[src/rtl/binary_to_gray_conv.sv]
// binary_to_gray_conv: registered binary-to-Gray converter with decode echo and one-bit-change flag
//   clk          in   rising-edge clock
//   rst          in   synchronous active-high reset
//   in_valid     in   accept binary_in on this edge
//   binary_in    in   BITS-wide unsigned binary word
//   out_valid    out  a new result was accepted on the last edge
//   gray         out  registered Gray code of the last accepted word
//   binary_echo  out  binary decoded combinationally from gray
//   adj_one      out  gray differs from the previous valid gray in exactly one bit
//   first        out  result is the first valid one since reset
module binary_to_gray_conv #(
    parameter int BITS = 8
) (
    input  logic            clk,
    input  logic            rst,
    input  logic            in_valid,
    input  logic [BITS-1:0] binary_in,
    output logic            out_valid,
    output logic [BITS-1:0] gray,
    output logic [BITS-1:0] binary_echo,
    output logic            adj_one,
    output logic            first
);
    logic [BITS-1:0] gray_q, gray_d, diff;
    logic            valid_q, adj_q, adj_d, first_q, first_d, have_q;
    // gray_q only updates on valid results, so it doubles as the previous valid gray
    always_comb begin
        gray_d  = binary_in ^ (binary_in >> 1);
        diff    = gray_d ^ gray_q;
        adj_d   = have_q && (diff != '0) && ((diff & (diff - BITS'(1))) == '0);
        first_d = !have_q;
        // binary bit i is the XOR of all gray bits from i up to the MSB
        for (int i = 0; i < BITS; i++) binary_echo[i] = ^(gray_q >> i);
    end
    always_ff @(posedge clk) begin
        if (rst) begin
            gray_q  <= '0;
            valid_q <= 1'b0;
            adj_q   <= 1'b0;
            first_q <= 1'b0;
            have_q  <= 1'b0;
        end else begin
            valid_q <= in_valid;
            if (in_valid) begin
                gray_q  <= gray_d;
                adj_q   <= adj_d;
                first_q <= first_d;
                have_q  <= 1'b1;
            end
        end
    end
    assign out_valid = valid_q;
    assign gray      = gray_q;
    assign adj_one   = adj_q;
    assign first     = first_q;
endmodule

[config.mk]
export PLATFORM = sky130hd
export DESIGN_NAME = binary_to_gray_conv
export DESIGN_NICKNAME = d
export VERILOG_FILES = /design/src/rtl/binary_to_gray_conv.sv
export SDC_FILE = /design/constraint.sdc
export NUM_CORES = 1
export LEC_CHECK = 0
export CORE_UTILIZATION = 40
export DETAILED_ROUTE_END_ITERATION = 10
export HOLD_SLACK_MARGIN = 0.12
export PLACE_DENSITY = 0.72
export SLEW_MARGIN = 20
export SYNTH_ARGS = -nofsm -noshare
export SYNTH_HDL_FRONTEND = slang
export SYNTH_SLANG_ARGS = --single-unit
[constraint.sdc]
create_clock -name clk -period 3.75 [get_ports clk]
set_clock_uncertainty 0.15 [all_clocks]
set_input_delay 0.75 -clock clk [delete_from_list [all_inputs] [get_ports clk]]
set_output_delay 0.75 -clock clk [all_outputs]
set_load 0.005 [all_outputs]
# Word-level counts from Yosys, hierarchy flattened
# Cells that the tools add are included.
dict set report totals {
  register_bits 12
  latchBits 0
  ramBits 0
  romBits 0
  in_bits 11
  output_inout_bits 19
  word_cells 22
  memories 0
}
dict set report classes {
  n_addsub 1
  n_mul 0
  n_div 0
  n_lt_le_gt_ge 0
  n_eq_ne 0
  shifts 0
  mux 0
  n_bitwise 3
  reduce_logical 13
}
# op n
set op_table {}
lappend op_table {{parity 8 bit} 8}
lappend op_table {{AND 8 bit} 1}
lappend op_table {{logical NOT 8 bit} 1}
lappend op_table {{nonzero test 8 bit} 1}
lappend op_table {{subtractor 8 x 1 -> 8 bit, second input constant} 1}
lappend op_table {{bitwise XOR 8 x 7 -> 8 bit} 1}
lappend op_table {{bitwise XOR 8 bit} 1}
lappend op_table {{logical AND 1 bit} 2}
lappend op_table {{logical NOT 1 bit} 1}

# Longest topological paths before layout
dict set report logic_depth {
  ltp_word 6
  depth_mapped 6
  mapped_depth_nobuf 5
}

# Worst setup path before layout
# Ideal clock, no wire load.
dict set report synth_path {
  path_type {flip-flop to output port}
  start {register gray_q[7], in the netlist gray[7]}
  end {output binary_echo[1]}
  t_arrival_ns 1.703
  required_ns 2.850
  setup_slack_ns 1.147
  path_stages_with_launch 6
  n_path_buf 0
  path_cell_list {dfxtp_1 -> xor3_2 -> xnor2_2 -> xor2_2 -> xor2_2 -> xnor2_1}
}
dict set report synth_via {
  elab_chain_cells 1
}
# element line
set synth_rtl {}
lappend synth_rtl {{start, declared} 24} ;# logic [BITS-1:0] gray_q, gray_d, diff;
lappend synth_rtl {{start signal, assigned} 45} ;# gray_q <= gray_d;
lappend synth_rtl {{parity 8 bit} 33} ;# for (int i = 0; i < BITS; i++) binary_echo[i] = ^(gray_q >> i);
lappend synth_rtl {{end, declared} 20} ;# output logic [BITS-1:0] binary_echo,
# Every way passes these cells.

# Final worst setup path
dict set report layout_path {
  start {register gray_q[6], in the netlist gray[6]}
  end {output binary_echo[1]}
}
# The elaborated chain is that of the path after synthesis.

==> impl_metrics.yaml <==
run_status:
  status: "finished, final reports clean"
placement:
  gp_congestion: 0.717
  dpl-instance-area_mm2: 0.00115
  place_ws_ns: 0.565
  dpl.hpwl_mm: 1.21
  dp.cells: 143
  port_buffers: 29
clocking:
  cts.clk_slew.worst_paths_ns: 0.07
  cts_inserted_buffers: 3
  holdBufCountCts: 0
  clock_latency_ns: 0.27
  clock-sinks: 12
  cts-resized-gates: 0
  cts_tree: "yes"
  post_cts_buffers: 0
  clockBufferDepth: 2
  clockRootBuffer: "clkbuf_4"
  cts-htree-levels: 1
synthesis:
  yosys.area_share.adder_pct: 0
  synthMuxAreaShare_pct: 4.95
  synth_top_area_share_pct: 27.9
  yosys.area_share.simple_pct: 16.3
  syn_nets: 105
  post_synth_num_cell_types: 30
  synth_compound_area_share_pct: 12.7
  yosysMostFrequentCell: "nor2_1"
  ys_ff_latch: 12
  synth_edf_count: 0
  async_reset_ff_share_pct: 0
  synthXorXnorAreaFrac_pct: 31.6
  yosys_warnings: 0
  synth_cells: 94
  synth_top_cell_by_area: "dfxtp_1"
  synth_top_family_by_area: "XOR/XNOR gates"
  synth_commonest_cells: "13 x nor2_1, 12 x dfxtp_1, 12 x xnor2_1"
  seq_area_frac_synth_pct: 27.9
  syn_avg_cell_area_um2: 9.14
  syn-cell-area_um2: 860
  yosys-top-cells-area: "dfxtp_1 28%, xnor2_1 12%, a211oi_1 6.1%"
  synth_ff_type: "dfxtp_1"
critical_path:
  critPathKind: "flip-flop to output pin"
  crit_family: "XOR/XNOR gates"
  slowest_delay_ns: 0.55
  cp.arrival_ns: 2.58
  worstPathCellList: "xor3_2 > xnor2_2 > xor2_2 > xor2_2 > xnor2_1 > clkdlybuf4s50_1"
  cp_max_fo: 9
  startpoint_type: "flip-flop"
  critPathBufInv: 1
  cp_slowest_cell: "dfxtp_1"
  crit_required_ns: 2.85
  crit_top_cell: "xor2_2"
  critPathCaptureType: "output pin"
sta:
  tns_ns: 0
  slew_headroom_pct: 51.6
  layout_setup_ws_ns: 0.273
  grt_setup_unrepaired: "no"
  fin_crit_ns: 3.48
  fmax_mhz: 288
  finalHoldViolCount: 0
  drv_slew: 0
  hold_ws_ns: 0.352
  final-setup-viol-count: 0
  tightest_slew_ns: 0.724
  finalCritPeriodShare_pct: 92.7
flow_run:
  drv_cap: 0
drt:
  postRouteAntennaNets: 0
  dr.first_iter.drc_count: 8
  finalWirelength_mm: 1.64
  dr.pass1.iters: 4
  via_per_inst: 4.81
  vias: 702
  drc_errors: 0
  wire_per_inst_um: 11.2
hold_path:
  hp-class: "flip-flop to flip-flop"
cells_and_area:
  antenna_cells: 0
  fin_area_mm2: 0.00117
  finalNonFillerCells: 146
  area.growth.synth_to_final_pct: 36.0
  drive_above_1_share_pct: 10.1
  final_core_util_pct: 59.0
  nNetsFinal: 132
floorplanning:
  start_util_pct: 43.4
  die_h_um: 48.4
  dieArea_mm2: 0.00234
  die_width_um: 48.4
  pin_count: 30
  rows: 16
  fp.coreArea_mm2: 0.00198
power:
  power_density_mw_per_mm2: 365
  vdd_drop_max_mv: 0.194
  p_leak_nw: 0.447
  power_mw: 0.427
global_route:
  grt_pass1_vias: 628
  grt_max_degree: 20
  grt-ovfl-total: 0
  grt_first_pass_wirelength_mm: 2.79
  grt_use_total_pct: 15.2
  antenna_found_initial: 0
[worst paths after layout]
check          start             end  slack, ns  depth (start not counted)
max reg2reg  gray[1]         adj_one       1.79                          5
min            first           first       0.35                          2
min reg2reg    first           first       0.35                          2
max          gray[6]  binary_echo[1]       0.27                          6
[logic make-up (layout without fill, tap and decap cells)]
kind of cell           count (synthesis)  after routing
flip-flops                            12             12
multiplexers                           3              3
buffers and inverters                 12             37
XOR/XNOR                              24             24
AND/OR/NAND/NOR                       27             27
AO/OA/AOI/OAI                         16             16
[routing by layer]
metal | GRT usage [%] | vias up | wire length (µm)
met5 | 0 | - | 0
met4 | 4.41 | 0 | 18
met3 | 2.83 | 2 | 59
met2 | 24.4 | 15 | 729
met1 | 20.8 | 319 | 832
li1 | - | 366 | -
[flip-flops by register name, summed over array words and instances, names as in the netlist]
signal,cells
out_valid,1
have_q,1
adj_one,1
first,1
gray,8
[placed cells by master (no fill, tap or decap), types with 2 or more instances in the layout]
master           instances
nand2_1                  2
mux2i_1                  2
clkbuf_4                 3
or3_1                    2
xnor2_2                  2
or3b_2                   3
a211oi_1                 7
inv_1                    5
a21o_1                   2
xor2_2                   2
o21ai_0                  2
dfxtp_1                 12
nor2_1                  13
clkdlybuf4s50_1         29
nor3b_1                  2
nand3_1                  2
xnor2_1                 12
xor2_1                   6
a21oi_1                  2
[tightest hold or removal path, delay by kind of cell (launching register included)]
kind,cells,cell delay (ns)
and+or+nand+nor,1,0.07
muxes,1,0.07
DFF,1,0.33
[layout make-up]
class | count | area [µm²]
Multi-Input combinational cell | 70 | 563
Fill cell | 183 | 813
Clock buffer | 3 | 22.5
Inverter | 5 | 18.8
Tap cell | 27 | 33.8
Timing Repair Buffer | 29 | 290
Sequential cell | 12 | 240
[power by group]
group	leakage, nW	internal (mW)	switching, mW
registers	0.0996	0.136	0.0128
logic	0.334	0.123	0.0724
clock network	0.0138	0.0372	0.0456
Power figures use the tool's default switching activity.
